### src/rtl/ppu_mem_arbiter_if.sv
// ppu_mem_arbiter_if: PPU, CPU, OAM DMA and VRAM/OAM port bundle.
// The arbiter takes the slave side; its environment takes master.
interface ppu_mem_arbiter_if;
  logic        mclk_in;
  logic        lcd_en_in;
  logic [1:0]  mode_in;
  logic        ppu_req_in;
  logic [15:0] ppu_addr_in;
  logic [7:0]  ppu_data_out;
  logic        ppu_valid_out;
  logic        cpu_req_in;
  logic        cpu_we_in;
  logic [15:0] cpu_addr_in;
  logic [7:0]  cpu_wdata_in;
  logic [7:0]  cpu_rdata_out;
  logic        cpu_valid_out;
  logic        dma_start_in;
  logic [7:0]  dma_page_in;
  logic        dma_active_out;
  logic        src_req_out;
  logic [15:0] src_addr_out;
  logic [7:0]  src_data_in;
  logic        src_valid_in;
  logic        mem_req_out;
  logic        mem_we_out;
  logic [15:0] mem_addr_out;
  logic [7:0]  mem_wdata_out;
  logic [7:0]  mem_rdata_in;

  modport slave (
    input  mclk_in, lcd_en_in, mode_in,
    input  ppu_req_in, ppu_addr_in,
    output ppu_data_out, ppu_valid_out,
    input  cpu_req_in, cpu_we_in,
    input  cpu_addr_in, cpu_wdata_in,
    output cpu_rdata_out, cpu_valid_out,
    input  dma_start_in, dma_page_in,
    output dma_active_out,
    output src_req_out, src_addr_out,
    input  src_data_in, src_valid_in,
    output mem_req_out, mem_we_out,
    output mem_addr_out, mem_wdata_out,
    input  mem_rdata_in
  );

  modport master (
    output mclk_in, lcd_en_in, mode_in,
    output ppu_req_in, ppu_addr_in,
    input  ppu_data_out, ppu_valid_out,
    output cpu_req_in, cpu_we_in,
    output cpu_addr_in, cpu_wdata_in,
    input  cpu_rdata_out, cpu_valid_out,
    output dma_start_in, dma_page_in,
    input  dma_active_out,
    input  src_req_out, src_addr_out,
    output src_data_in, src_valid_in,
    input  mem_req_out, mem_we_out,
    input  mem_addr_out, mem_wdata_out,
    output mem_rdata_in
  );
endinterface

### src/rtl/ppu_mem_arbiter.sv
// ppu_mem_arbiter: VRAM/OAM port arbiter with mode locks
// and the $FF46 OAM DMA engine.
module ppu_mem_arbiter #(
  parameter int OAM_BYTES       = 160,
  parameter int DMA_START_DELAY = 1
) (
  input logic              clk_in,
  input logic              rst_in,
  ppu_mem_arbiter_if.slave bus
);
  localparam int IW = $clog2(OAM_BYTES);
  localparam int WW =
    (DMA_START_DELAY > 1) ? $clog2(DMA_START_DELAY) : 1;

  typedef enum logic [1:0] {
    IDLE,
    WAIT,
    XFER
  } dma_st_e;

  function automatic logic is_vram(logic [15:0] a);
    return a[15:13] == 3'b100;
  endfunction

  function automatic logic is_oam(logic [15:0] a);
    return (a[15:8] == 8'hFE) && (int'(a[7:0]) < OAM_BYTES);
  endfunction

  dma_st_e       st_q;
  logic [7:0]    page_q;
  logic [IW-1:0] idx_q;
  logic [WW-1:0] wcnt_q;
  logic          src_req_q;
  logic          src_pend_q;
  logic [15:0]   src_addr_q;
  logic [7:0]    byte_q;
  logic          wr_pend_q;
  logic          active_q;

  logic ppu_valid_q, ppu_valid_d;
  logic ppu_mem_q, ppu_mem_d;
  logic cpu_valid_q, cpu_valid_d;
  logic cpu_mem_q, cpu_mem_d;
  logic cpu_ff_q, cpu_ff_d;

  logic lock_vram, lock_oam, dma_wr;
  logic ppu_can, ppu_go, ppu_gnt;
  logic cpu_can, cpu_go, cpu_gnt;

  // A restart in the same cycle kills the pending OAM byte.
  assign dma_wr = rst_in & wr_pend_q & ~bus.dma_start_in;

  assign lock_vram = bus.lcd_en_in & (bus.mode_in == 2'd3);
  assign lock_oam  = bus.lcd_en_in & bus.mode_in[1];

  // The valid cycle blocks re-acceptance of a still-held request.
  assign ppu_can = rst_in & bus.ppu_req_in & ~ppu_valid_q;
  assign ppu_go  = is_vram(bus.ppu_addr_in)
                 | (is_oam(bus.ppu_addr_in) & ~active_q);
  assign ppu_gnt = ppu_can & ppu_go & ~dma_wr;

  assign cpu_can = rst_in & bus.cpu_req_in & ~cpu_valid_q;
  assign cpu_go  = (is_vram(bus.cpu_addr_in) & ~lock_vram)
                 | (is_oam(bus.cpu_addr_in)
                    & ~lock_oam & ~active_q);
  assign cpu_gnt = cpu_can & cpu_go & ~dma_wr & ~ppu_gnt;

  assign ppu_valid_d = ppu_can & (ppu_gnt | ~ppu_go);
  assign ppu_mem_d   = ppu_gnt;
  assign cpu_valid_d = cpu_can & (cpu_gnt | ~cpu_go);
  assign cpu_mem_d   = cpu_gnt & ~bus.cpu_we_in;
  assign cpu_ff_d    = cpu_can & ~cpu_go;

  // Single memory port mux: DMA write, then PPU, then CPU.
  always_comb begin
    bus.mem_req_out   = 1'b0;
    bus.mem_we_out    = 1'b0;
    bus.mem_addr_out  = 16'h0000;
    bus.mem_wdata_out = 8'h00;
    if (dma_wr) begin
      bus.mem_req_out   = 1'b1;
      bus.mem_we_out    = 1'b1;
      bus.mem_addr_out  = {8'hFE, 8'(idx_q)};
      bus.mem_wdata_out = byte_q;
    end else if (ppu_gnt) begin
      bus.mem_req_out  = 1'b1;
      bus.mem_addr_out = bus.ppu_addr_in;
    end else if (cpu_gnt) begin
      bus.mem_req_out   = 1'b1;
      bus.mem_we_out    = bus.cpu_we_in;
      bus.mem_addr_out  = bus.cpu_addr_in;
      bus.mem_wdata_out = bus.cpu_wdata_in;
    end
  end

  assign bus.ppu_valid_out = ppu_valid_q;
  assign bus.ppu_data_out  =
    !ppu_valid_q ? 8'h00 :
    ppu_mem_q    ? bus.mem_rdata_in : 8'hFF;

  assign bus.cpu_valid_out = cpu_valid_q;
  assign bus.cpu_rdata_out =
    !cpu_valid_q ? 8'h00 :
    cpu_mem_q    ? bus.mem_rdata_in :
    cpu_ff_q     ? 8'hFF : 8'h00;

  assign bus.dma_active_out = active_q;
  assign bus.src_req_out    = src_req_q;
  assign bus.src_addr_out   = src_addr_q;

  // Completion flags for PPU and CPU transactions.
  always_ff @(posedge clk_in) begin
    if (!rst_in) begin
      ppu_valid_q <= 1'b0;
      ppu_mem_q   <= 1'b0;
      cpu_valid_q <= 1'b0;
      cpu_mem_q   <= 1'b0;
      cpu_ff_q    <= 1'b0;
    end else begin
      ppu_valid_q <= ppu_valid_d;
      ppu_mem_q   <= ppu_mem_d;
      cpu_valid_q <= cpu_valid_d;
      cpu_mem_q   <= cpu_mem_d;
      cpu_ff_q    <= cpu_ff_d;
    end
  end

  // OAM DMA engine: IDLE -> WAIT -> XFER, restartable any time.
  always_ff @(posedge clk_in) begin
    if (!rst_in) begin
      st_q       <= IDLE;
      page_q     <= 8'h00;
      idx_q      <= '0;
      wcnt_q     <= '0;
      src_req_q  <= 1'b0;
      src_pend_q <= 1'b0;
      src_addr_q <= 16'h0000;
      byte_q     <= 8'h00;
      wr_pend_q  <= 1'b0;
      active_q   <= 1'b0;
    end else if (bus.dma_start_in) begin
      st_q       <= WAIT;
      page_q     <= bus.dma_page_in;
      idx_q      <= '0;
      wcnt_q     <= '0;
      src_req_q  <= 1'b0;
      src_pend_q <= 1'b0;
      wr_pend_q  <= 1'b0;
      active_q   <= 1'b1;
    end else begin
      src_req_q <= 1'b0;
      unique case (st_q)
        IDLE: ;
        WAIT: begin
          if (bus.mclk_in) begin
            if (wcnt_q == WW'(DMA_START_DELAY - 1)) begin
              st_q   <= XFER;
              wcnt_q <= '0;
            end else begin
              wcnt_q <= wcnt_q + 1'b1;
            end
          end
        end
        XFER: begin
          if (bus.mclk_in && !src_pend_q && !wr_pend_q) begin
            src_req_q  <= 1'b1;
            src_pend_q <= 1'b1;
            src_addr_q <= {page_q, 8'(idx_q)};
          end
          if (src_pend_q && bus.src_valid_in) begin
            src_pend_q <= 1'b0;
            byte_q     <= bus.src_data_in;
            wr_pend_q  <= 1'b1;
          end
          if (wr_pend_q) begin
            wr_pend_q <= 1'b0;
            idx_q     <= idx_q + 1'b1;
            if (idx_q == IW'(OAM_BYTES - 1)) begin
              st_q     <= IDLE;
              active_q <= 1'b0;
            end
          end
        end
        default: st_q <= IDLE;
      endcase
    end
  end
endmodule

### src/flat_wrapper.sv
// flat-port wrapper written by rule: the top's interface ports become plain ports
module ppu_mem_arbiter_flat 
#(
  parameter int OAM_BYTES       = 160,
  parameter int DMA_START_DELAY = 1
)
  (clk_in, rst_in, bus_mclk_in, bus_lcd_en_in, bus_mode_in, bus_ppu_req_in, bus_ppu_addr_in, bus_ppu_data_out, bus_ppu_valid_out, bus_cpu_req_in, bus_cpu_we_in, bus_cpu_addr_in, bus_cpu_wdata_in, bus_cpu_rdata_out, bus_cpu_valid_out, bus_dma_start_in, bus_dma_page_in, bus_dma_active_out, bus_src_req_out, bus_src_addr_out, bus_src_data_in, bus_src_valid_in, bus_mem_req_out, bus_mem_we_out, bus_mem_addr_out, bus_mem_wdata_out, bus_mem_rdata_in);
  ppu_mem_arbiter_if bus_i ();
  input logic clk_in;
  input logic rst_in;
  input wire logic [$bits(bus_i.mclk_in)-1:0] bus_mclk_in;
  input wire logic [$bits(bus_i.lcd_en_in)-1:0] bus_lcd_en_in;
  input wire logic [$bits(bus_i.mode_in)-1:0] bus_mode_in;
  input wire logic [$bits(bus_i.ppu_req_in)-1:0] bus_ppu_req_in;
  input wire logic [$bits(bus_i.ppu_addr_in)-1:0] bus_ppu_addr_in;
  output wire logic [$bits(bus_i.ppu_data_out)-1:0] bus_ppu_data_out;
  output wire logic [$bits(bus_i.ppu_valid_out)-1:0] bus_ppu_valid_out;
  input wire logic [$bits(bus_i.cpu_req_in)-1:0] bus_cpu_req_in;
  input wire logic [$bits(bus_i.cpu_we_in)-1:0] bus_cpu_we_in;
  input wire logic [$bits(bus_i.cpu_addr_in)-1:0] bus_cpu_addr_in;
  input wire logic [$bits(bus_i.cpu_wdata_in)-1:0] bus_cpu_wdata_in;
  output wire logic [$bits(bus_i.cpu_rdata_out)-1:0] bus_cpu_rdata_out;
  output wire logic [$bits(bus_i.cpu_valid_out)-1:0] bus_cpu_valid_out;
  input wire logic [$bits(bus_i.dma_start_in)-1:0] bus_dma_start_in;
  input wire logic [$bits(bus_i.dma_page_in)-1:0] bus_dma_page_in;
  output wire logic [$bits(bus_i.dma_active_out)-1:0] bus_dma_active_out;
  output wire logic [$bits(bus_i.src_req_out)-1:0] bus_src_req_out;
  output wire logic [$bits(bus_i.src_addr_out)-1:0] bus_src_addr_out;
  input wire logic [$bits(bus_i.src_data_in)-1:0] bus_src_data_in;
  input wire logic [$bits(bus_i.src_valid_in)-1:0] bus_src_valid_in;
  output wire logic [$bits(bus_i.mem_req_out)-1:0] bus_mem_req_out;
  output wire logic [$bits(bus_i.mem_we_out)-1:0] bus_mem_we_out;
  output wire logic [$bits(bus_i.mem_addr_out)-1:0] bus_mem_addr_out;
  output wire logic [$bits(bus_i.mem_wdata_out)-1:0] bus_mem_wdata_out;
  input wire logic [$bits(bus_i.mem_rdata_in)-1:0] bus_mem_rdata_in;
  assign bus_i.mclk_in = bus_mclk_in;
  assign bus_i.lcd_en_in = bus_lcd_en_in;
  assign bus_i.mode_in = bus_mode_in;
  assign bus_i.ppu_req_in = bus_ppu_req_in;
  assign bus_i.ppu_addr_in = bus_ppu_addr_in;
  assign bus_ppu_data_out = bus_i.ppu_data_out;
  assign bus_ppu_valid_out = bus_i.ppu_valid_out;
  assign bus_i.cpu_req_in = bus_cpu_req_in;
  assign bus_i.cpu_we_in = bus_cpu_we_in;
  assign bus_i.cpu_addr_in = bus_cpu_addr_in;
  assign bus_i.cpu_wdata_in = bus_cpu_wdata_in;
  assign bus_cpu_rdata_out = bus_i.cpu_rdata_out;
  assign bus_cpu_valid_out = bus_i.cpu_valid_out;
  assign bus_i.dma_start_in = bus_dma_start_in;
  assign bus_i.dma_page_in = bus_dma_page_in;
  assign bus_dma_active_out = bus_i.dma_active_out;
  assign bus_src_req_out = bus_i.src_req_out;
  assign bus_src_addr_out = bus_i.src_addr_out;
  assign bus_i.src_data_in = bus_src_data_in;
  assign bus_i.src_valid_in = bus_src_valid_in;
  assign bus_mem_req_out = bus_i.mem_req_out;
  assign bus_mem_we_out = bus_i.mem_we_out;
  assign bus_mem_addr_out = bus_i.mem_addr_out;
  assign bus_mem_wdata_out = bus_i.mem_wdata_out;
  assign bus_i.mem_rdata_in = bus_mem_rdata_in;
  ppu_mem_arbiter #(.OAM_BYTES(OAM_BYTES), .DMA_START_DELAY(DMA_START_DELAY)) u_core (.clk_in(clk_in), .rst_in(rst_in), .bus(bus_i));
endmodule
### config.mk
export PLATFORM = sky130hd
export DESIGN_NAME = ppu_mem_arbiter_flat
export DESIGN_NICKNAME = d
export VERILOG_FILES = /design/src/rtl/ppu_mem_arbiter_if.sv /design/src/rtl/ppu_mem_arbiter.sv /design/src/flat_wrapper.sv
export SDC_FILE = /design/constraint.sdc
export NUM_CORES = 1
export LEC_CHECK = 0
export BUFFER_PORTS_ARGS = -buffer_cell sky130_fd_sc_hd__buf_2
export CORE_ASPECT_RATIO = 1.5
export CORE_UTILIZATION = 45
export DETAILED_ROUTE_END_ITERATION = 10
export PLACE_DENSITY = 0.91
export SLEW_MARGIN = 30
export SYNTH_ARGS = -nofsm -noshare
export SYNTH_HDL_FRONTEND = slang
export SYNTH_SLANG_ARGS = --single-unit
### constraint.sdc
create_clock -name clk_in -period 5 [get_ports clk_in]
set_input_delay 1 -clock clk_in [delete_from_list [all_inputs] [get_ports clk_in]]
set_output_delay 1 -clock clk_in [all_outputs]
set_load 0.02 [all_outputs]
**Word level (Yosys, flattened, before mapping)**

Index checks and enable logic that the tools add are counted.

- Magnitude comparators: 2
- Eq/ne operators: 17
- Multiplexer cells: 33
- Reduce and logical (&&, ||, !) cells: 22
- $add $sub $neg: 2
- Bitwise gates (word level): 39

Operators with widths:

| cell | number |
|---|---|
| $mux W8 | 8 |
| $mux W16 | 3 |
| $eq A8 B8 Y1 const B | 3 |
| $and A1 B1 Y1 | 21 |
| $mux W1 | 17 |
| $lt A8 B8 Y1 const B | 2 |
| $not A1 Y1 | 14 |
| $reduce_and A5 Y1 | 2 |
| $reduce_and A3 Y1 | 3 |
| $add A8 B1 Y8 const B | 1 |
| $mux W2 | 4 |
| $reduce_bool A2 Y1 | 4 |
| $eq A3 B3 Y1 const B | 2 |
| $ne A2 B2 Y1 const B | 3 |
| $ne A3 B2 Y1 const B | 2 |
| $ne A3 B3 Y1 const B | 2 |
| $pmux W2 S3 | 1 |
| $reduce_and A2 Y1 | 3 |
| $logic_and A1 B1 Y1 | 5 |
| $eq A2 B2 Y1 const B | 2 |
| $ne A2 B1 Y1 const B | 2 |
| $or A1 B1 Y1 | 4 |
| $reduce_or A3 Y1 | 1 |
| $eq A2 B1 Y1 const B | 1 |
| 4 further kinds | 5 |

- Word-level logic and storage cells: 131
- Input port bits: 75
- Bits in registers: 52
- Output and inout port bits: 62

**Logic depth before layout (Yosys ltp)**

Gate-level depths: netlist of the first run.

- Depth in word-level cells: 11
- Depth in mapped cells: 8
- Gate-level depth less buffers: 6

**Least setup slack after synthesis of the first run**

Ideal clock, no wire load.

- Kind: input to output
- Start: input port bus_cpu_addr_in[6]
- End: output port bus_mem_addr_out[2]
- Setup slack: 1548 ps
- Arrival time: 2452 ps
- Cell stages on the path: 6
- Required time: 4000 ps
- Buffers on the path: 1
- Cells stage by stage: o21ai_1 > nand4b_1 > o31ai_4 > nand3b_1 > buf_2 > o21ai_0

- Longest elaborated chain between the ends: 11

RTL lines:

| element | line | RTL |
|---|---|---|
| from (decl) | flat_wrapper.sv:20 | `input wire logic [$bits(bus_i.cpu_addr_in)-1:0] bus_cpu_addr_in;` |
| $lt A8 B8 Y1 | ppu_mem_arbiter.sv:26 | `return (a[15:8] == 8'hFE) && (int'(a[7:0]) < OAM_BYTES);` |
| $logic_and A1 B1 Y1 | ppu_mem_arbiter.sv:26 |  |
| $and A1 B1 Y1 (2 in series) | ppu_mem_arbiter.sv:65 | `& ~lock_oam & ~active_q);` |
| $or A1 B1 Y1 | ppu_mem_arbiter.sv:64 | `\| (is_oam(bus.cpu_addr_in)` |
| $and A1 B1 Y1 (3 in series) | ppu_mem_arbiter.sv:66 | `assign cpu_gnt = cpu_can & cpu_go & ~dma_wr & ~ppu_gnt;` |
| $mux W16 | ppu_mem_arbiter.sv:88 | `end else if (cpu_gnt) begin` |
| $mux W16 | ppu_mem_arbiter.sv:85 | `end else if (ppu_gnt) begin` |
| $mux W16 | ppu_mem_arbiter.sv:80 | `if (dma_wr) begin` |
| to (decl) | flat_wrapper.sv:33 | `output wire logic [$bits(bus_i.mem_addr_out)-1:0] bus_mem_addr_out;` |

Every way passes these cells.

**Worst setup path after layout of the first run**

- Start: input port bus_ppu_addr_in[12]
- End: output port bus_mem_addr_out[0]

- Longest elaborated chain between the ends: 11

RTL lines:

| element | line | RTL |
|---|---|---|
| from (decl) | flat_wrapper.sv:15 | `input wire logic [$bits(bus_i.ppu_addr_in)-1:0] bus_ppu_addr_in;` |
| $eq A8 B8 Y1 (*) | ppu_mem_arbiter.sv:26 |  |
| $logic_and A1 B1 Y1 (*) | ppu_mem_arbiter.sv:26 |  |
| $and A1 B1 Y1 (*) | ppu_mem_arbiter.sv:59 | `\| (is_oam(bus.ppu_addr_in) & ~active_q);` |
| $or A1 B1 Y1 (*) | ppu_mem_arbiter.sv:59 |  |
| $and A1 B1 Y1 (*) (2 in series) | ppu_mem_arbiter.sv:60 | `assign ppu_gnt = ppu_can & ppu_go & ~dma_wr;` |
| $not A1 Y1 | ppu_mem_arbiter.sv:66 |  |
| $and A1 B1 Y1 | ppu_mem_arbiter.sv:66 |  |
| $mux W16 | ppu_mem_arbiter.sv:88 |  |
| $mux W16 (*) | ppu_mem_arbiter.sv:85 |  |
| $mux W16 (*) | ppu_mem_arbiter.sv:80 |  |

Every way passes the cells marked *; elsewhere a longest branch is shown, timed or not.

==> impl_metrics.tcl, run 1 <==
set metrics [dict create \
    yosys_most_used_dff "dfxtp_1" \
    clk_path_buf_depth 2 \
    dpl.hpwl_um 5680 \
    cts_made_buffers 5 \
    area_delta_synth_final_pct 31.5 \
    post-place-cells 510 \
    syn-cell-area_um2 2660 \
    irDropWorstVdd_mv 0.246 \
    required_ns 4.00 \
    count_of_inserted_antenna_diode_cells 0 \
    crit_slowest_cell "nand3b_1" \
    yosys_warnings 0 \
    timing.clock.skew_ns 0.00934 \
    first_global_vias 2456 \
    path_cells "buf_2 > and4_1 > nand4_1 > a2111oi_4 > buf_4 > nand3b_1 > o21ai_0 > buf_2" \
    timing.final.crit_share 0.834 \
    dominant_combinational_cell_family_by_area_after_synthesis "simple AND/OR/NAND/NOR gates" \
    post_synth_mux_area_share 0.0942 \
    tightest_slew_ns 0.883 \
    initial_utilization 0.477 \
    drtPass1Iterations 4 \
    antenna_violating_nets_post_route 0 \
    cells_resized_by_post_cts_repair 0 \
    p_leak_nw 1.71 \
    detailedRoute.firstIterationViolations 89 \
    numClockSinks 51 \
    timing.critical_path.mode_cell "buf_2" \
    number_of_antenna_violations_at_the_first_check_in_global_routing 0 \
    global_route.usage.total 0.231 \
    worst-endpoint-arrival_ns 3.17 \
    path_class "input pin to output port" \
    grt_setup_unrepaired "no" \
    cts_tree "yes" \
    status "finished clean" \
    timing.critical_path.slowest_cell_delay_ns 0.61 \
    post_cts_buffers 0 \
    post_synth_inst_count 320 \
    grt_first_pass_wirelength_um 11100 \
    via_count 2739 \
    critical_path_start_type "input pin" \
    grt_overflow 0 \
    vias_per_cell 5.29 \
    post_synth_and_or_nand_nor_area_fraction 0.237 \
    clock_tree.htree_level_count 2 \
    report.final.setup_viol 0 \
    final_cell_count_no_fill 518 \
    synth_nets 396 \
    floorplan.rows 33 \
    avg_synthesized_cell_area_um2 8.30 \
    grt_max_degree 32 \
    finalWirelength_um 7490 \
    setup_total_negative_slack_ns 0 \
    pwr_density_cell_nw_per_um2 244 \
    y_dimension_of_the_die_um 96.1 \
    whs_ns 0.480 \
    synth-adder-area-share 0.00471 \
    route.detailed.drc 0 \
    insertion_delay_ns 0.30 \
    clock.fmax_mhz 240 \
    design.final.nets 523 \
    die_outline_area_um2 6220 \
    synth_compound_area_frac 0.190 \
    cts_hold_buf 0 \
    slew-limit-headroom 0.406 \
    critical_path.max_fanout 24 \
    gp_routability_congestion 0.871 \
    asyncSetResetFlopFracSynth 0 \
    yosys.area_share.xor_xnor 0.0231 \
    synth-edff-count 0 \
    final_layout_size_suffix_gt1_frac 0.346 \
    endpoint_kind "output port" \
    clockRootBuffer "clkbuf_8" \
    cap_viol_max_count 0 \
    synth-seq-cells 51 \
    die_width_um 64.7 \
    clk_pin_slew_worst_paths_ns 0.09 \
    num_io_pins 137 \
    wl_per_cell_um 14.5 \
    core_um2 5570 \
    synth-seq-area-share 0.384 \
    hold_path_class "flip-flop to flip-flop" \
    port_buffers 136 \
    period_needed_ns 4.17 \
    finalHoldViolCount 0 \
    postPlaceCellArea_um2 3360 \
    finalMaxSlewViolations 0 \
    design_area_um2 3500 \
    synth.lib_cells_used.distinct 41 \
]
## state kept, by name, summed over array words and instances (netlist names)
register / flops
u_core.page_q: 8
u_core.idx_q: 8
u_core.cpu_ff_q: 1
u_core.bus.dma_active_out: 1
u_core.ppu_mem_q: 1
u_core.cpu_mem_q: 1
u_core.wr_pend_q: 1
u_core.bus.src_addr_out: 16
u_core.st_q: 2
u_core.bus.src_req_out: 1
u_core.byte_q: 8
u_core.bus.cpu_valid_out: 1
u_core.src_pend_q: 1
u_core.bus.ppu_valid_out: 1
## per-stage QoR
stage,utilization,setup WS (ns),power [W]
finish,0.627,0.830,0.000852
floorplan,-,1.55,0.000478
detailed placement,0.603,0.875,0.000529
CTS,0.627,0.876,0.000857
global placement,0.603,0.972,0.000526
global route,0.627,0.607,0.000882
## worst max-delay path: cells and delay by family
kind	cells	cell delay (ns)
AO/OA/AOI/OAI	2	0.55
buffers and inverters	3	0.59
AND/OR/NAND/NOR	3	1.02
## placed cells by master (no fill, tap or decap), types with 8 or more instances in the layout
master    instances
buf_2           136
dfxtp_1          51
nand2_1          43
mux2i_1          25
nor2b_1          25
o21ai_0          23
nor2_1           19
inv_1            17
a21boi_0         16
a21oi_1          10
nand3_1           8
## synthesized netlist by cell type (2+ instances only)
cell / n / share of area
o21a_1: 3 / 0.0085
o21ai_0: 23 / 0.043
buf_6: 4 / 0.017
inv_1: 17 / 0.024
mux2i_1: 25 / 0.094
nor2_1: 20 / 0.028
a21boi_0: 16 / 0.045
xnor2_1: 2 / 0.0066
a31oi_1: 3 / 0.0071
nor3_1: 3 / 0.0056
buf_2: 3 / 0.0056
nor3b_1: 2 / 0.0056
xor2_1: 5 / 0.016
nand3_1: 8 / 0.015
nor2b_1: 25 / 0.059
a22o_1: 7 / 0.023
a21oi_1: 10 / 0.019
or2_2: 2 / 0.0047
clkbuf_1: 10 / 0.014
nand4b_1: 2 / 0.0066
nand3b_1: 3 / 0.0085
dfxtp_1: 51 / 0.38
nand2_1: 43 / 0.061
o21ai_1: 2 / 0.0038
a211o_1: 2 / 0.0066
a22oi_1: 7 / 0.020
nand4_1: 4 / 0.0094
nor4b_1: 3 / 0.0099
nand2b_1: 3 / 0.0071
## worst paths after layout
| kind | from | endpoint | slack [ns] | cells past startpoint |
|---|---|---|---|---|
| worst max-delay path | bus_ppu_addr_in[12] | bus_mem_addr_out[0] | 0.83 | 8 |
| worst min register to register | u_core.page_q[3]$_SDFFE_PN0P_ | u_core.bus.src_addr_out[11]$_SDFFE_PN0P_ | 0.48 | 1 |
| worst min-delay path | u_core.page_q[3]$_SDFFE_PN0P_ | u_core.bus.src_addr_out[11]$_SDFFE_PN0P_ | 0.48 | 1 |
| worst max register to register | u_core.wr_pend_q$_SDFFE_PP0P_ | u_core.cpu_mem_q$_SDFF_PN0_ | 2.70 | 6 |
## routing by layer
metal / vias to the layer above / track usage / part of all wire
li1: 1349 / - / -
met1: 1262 / 0.225 / 0.38
met2: 118 / 0.466 / 0.54
met3: 10 / 0.0474 / 0.067
met4: 0 / 0.0833 / 0.018
met5: - / 0 / 0
## layout make-up
class                      count  area, um2
clock buffer                   5       68.8
inverter                      18       68.8
clock inverter                 3       67.6
timing repair buffer         139        703
fill                         488       2080
tap                           70       87.6
sequential                    51       1020
multi-input combinational    232       1480
## cells by family (layout without fill, tap and decap cells)
| family | after synthesis | after routing |
|---|---|---|
| and+or+nand+nor | 124 | 124 |
| muxes | 25 | 25 |
| AOI/OAI and AO/OA | 75 | 75 |
| adders and majority gates | 1 | 1 |
| xor gates and xnor gates | 7 | 7 |
| buffers and inverters | 37 | 165 |
| DFF | 51 | 51 |
## where the power goes
| part | total (W) | switching [W] | internal [W] |
|---|---|---|---|
| Clock | 0.000331 | 0.000132 | 0.000199 |
| Combinational | 0.000102 | 0.0000550 | 0.0000470 |
| Sequential | 0.000419 | 0.00000610 | 0.000413 |
No activity file was read; power rests on OpenSTA's default activity.
==> inputs of run 2 (changes only) <==
CORE_UTILIZATION = 41   (was 45)
PLACE_DENSITY = 0.87   (was 0.91)
clock period = 3.8 ns   (was 5 ns; I/O delays follow)
==> run 2 against run 1 <==
  * Flip-flop and latch count unchanged
  * Worst hold slack better by 0.0053 ns
  * Sequential share of layout area increased by 0.14 points
  * First-iteration DRC count up 5.6%
  * Setup slack worse by 0.34 ns
  * Critical path type unchanged
  * Highest routed layer unchanged
==> impl_metrics.tcl, run 2 (same netlist as run 1, synthesis figures left out) <==
set metrics [dict create \
    worst-endpoint-arrival_ns 2.55 \
    path_class "input pin to output port" \
    path_buf_inv 3 \
    port_buffers 136 \
    pwr_density_cell_nw_per_um2 288 \
    design.final.nets 526 \
    cap_viol_max_count 0 \
    final.fill_count 570 \
    path_cells "buf_2 > o21ai_1 > nand4_1 > a2111oi_4 > nand3b_1 > buf_4 > o21ai_0 > buf_2" \
    post_cts_buffers 0 \
    tightest_slew_ns 0.594 \
    comb_power_share 0.135 \
    worst_reg2reg_startpoint "u_core.wr_pend_q$_SDFFE_PP0P_" \
    dpl.hpwl_um 5930 \
    gr-max-usage-layer "met2" \
    grt_max_degree 21 \
    cell_internal_pwr_w 0.000738 \
    count_of_inserted_antenna_diode_cells 0 \
    grt_setup_unrepaired "no" \
    grt_overflow 0 \
    crit_slowest_cell "a2111oi_4" \
    worstSetupStartpoint "bus_ppu_addr_in[6]" \
    grt_first_pass_wirelength_um 11400 \
    cts_hold_buf 0 \
    route.detailed.drc 0 \
    cts_made_buffers 5 \
    numClockSinks 51 \
    status "finished clean" \
    postPlaceCellArea_um2 3380 \
    drtPass1Iterations 5 \
    detailedRoute.firstIterationViolations 94 \
    globalRouteMet3Util 0.0396 \
    p_leak_nw 1.70 \
    cts_tree "yes" \
    core_um2 6220 \
    wl_per_cell_um 14.4 \
    floorplan.rows 35 \
    initial_utilization 0.427 \
    grt.met1_usage 0.221 \
    period_needed_ns 3.31 \
    die_width_um 67.7 \
    report.final.setup_viol 0 \
    design_area_um2 3480 \
    final_layout_size_suffix_gt1_frac 0.350 \
    first_global_vias 2536 \
    timing.critical_path.slowest_cell_delay_ns 0.36 \
    required_ns 3.04 \
    most_used_cells_in_the_layout_excluding_fill_and_tap_cells "buf_2, dfxtp_1, nand2_1, mux2i_1, nor2b_1" \
    register_area_um2 1020 \
    cpLargestDelayFamily "compound AO/OA/AOI/OAI gates" \
    clock.fmax_mhz 302 \
    power.switching_w 0.000264 \
    number_of_antenna_violations_at_the_first_check_in_global_routing 0 \
    share_seq_of_total_power 0.550 \
    clkPwrFrac 0.314 \
    global_route.usage.total 0.225 \
    irDropWorstVdd_mv 0.204 \
    multi_input_comb_area_um2 1480 \
    antenna_violating_nets_post_route 0 \
    endpoint_kind "output port" \
    timing.critical_path.mode_cell "buf_2" \
    cells_resized_by_post_cts_repair 0 \
    y_dimension_of_the_die_um 101 \
    critical_path.max_fanout 17 \
    finalHoldViolCount 0 \
    clock_tree.htree_level_count 2 \
    slew-limit-headroom 0.604 \
    timing.hold.worst.start "u_core.page_q[6]$_SDFFE_PN0P_" \
    power.share.switching 0.263 \
    die_outline_area_um2 6810 \
    timing.final.crit_share 0.870 \
    critical_path_start_type "input pin" \
    insertion_delay_ns 0.30 \
    finalMaxSlewViolations 0 \
    via_count 2750 \
    timing.clock.skew_ns 0.00660 \
    finalWirelength_um 7550 \
    vias_per_cell 5.24 \
    largest_reg_flops 16 \
    layout_commonest_cell "buf_2" \
    setup_total_negative_slack_ns 0 \
    area_delta_synth_final_pct 30.9 \
    num_io_pins 137 \
    grt_use_met2 0.423 \
    clk_path_buf_depth 2 \
    gp_routability_congestion 0.833 \
    clockRootBuffer "clkbuf_8" \
    clk_pin_slew_worst_paths_ns 0.10 \
    hold_path_class "flip-flop to flip-flop" \
]
-- run 2: changes by cell type in the layout (fill, tap and decap cells not counted), sizes merged --
cell	previous run	this run
buf	139	142
inv	17	18
clkinvlp	1	2
bufinv	2	0
-- run 2: per-layer routing --
layer | part of all wire | routed length (um)
met5 | 0 | 0
met4 | 0.034 | 259
met3 | 0.060 | 453
met2 | 0.54 | 4100
met1 | 0.36 | 2740
-- run 2: final cells by class --
class	instances	share of cell area
clock inverter	3	0.00683
clock buffer	5	0.0198
timing repair buffer	142	0.209
multi-input combinational	232	0.425
sequential	51	0.293
tap	74	0.0266
inverter	18	0.0198
-- run 2: final timing paths --
check                                                   to  slack (ns)  cells after the start
hold reg to reg   u_core.bus.src_addr_out[14]$_SDFFE_PN0P_        0.48                      1
setup / recovery                      bus_mem_wdata_out[2]        0.49                      8
setup reg to reg               u_core.cpu_mem_q$_SDFF_PN0_        1.90                      6
hold / removal    u_core.bus.src_addr_out[14]$_SDFFE_PN0P_        0.48                      1
-- run 2: through the flow --
stage / power [W] / util / std cells / hold WS, ns / worst slack [ns]
final: 0.00100 / 0.560 / 525 / 0.485 / 0.493
after global routing: 0.00105 / 0.560 / 525 / 0.510 / 0.292
after CTS: 0.00101 / 0.559 / 525 / 0.485 / 0.516
after floorplan: 0.000629 / - / 320 / 0.441 / 0.828
after detailed placement: 0.000698 / 0.544 / 517 / 0.462 / 0.512
after global placement: 0.000695 / 0.544 / 517 / 0.448 / 0.594
-- run 2: worst reg2reg max path: stages (launching register included) --
cell	delay [ns]
dfxtp_1	0.50
clkinv_2	0.15
nor2_1	0.21
a2111oi_4	0.08
nand3b_1	0.32
buf_4	0.28
nor4b_1	0.27
-- run 2: power by group through the flow --
stage	Clock [W]	Combinational (W)	Sequential, W
after detailed placement	0	0.000135	0.000563
after global routing	0.000352	0.000150	0.000553
after floorplan	0	0.0000654	0.000564
after global placement	0	0.000133	0.000562
final	0.000315	0.000136	0.000551
after CTS	0.000328	0.000136	0.000551
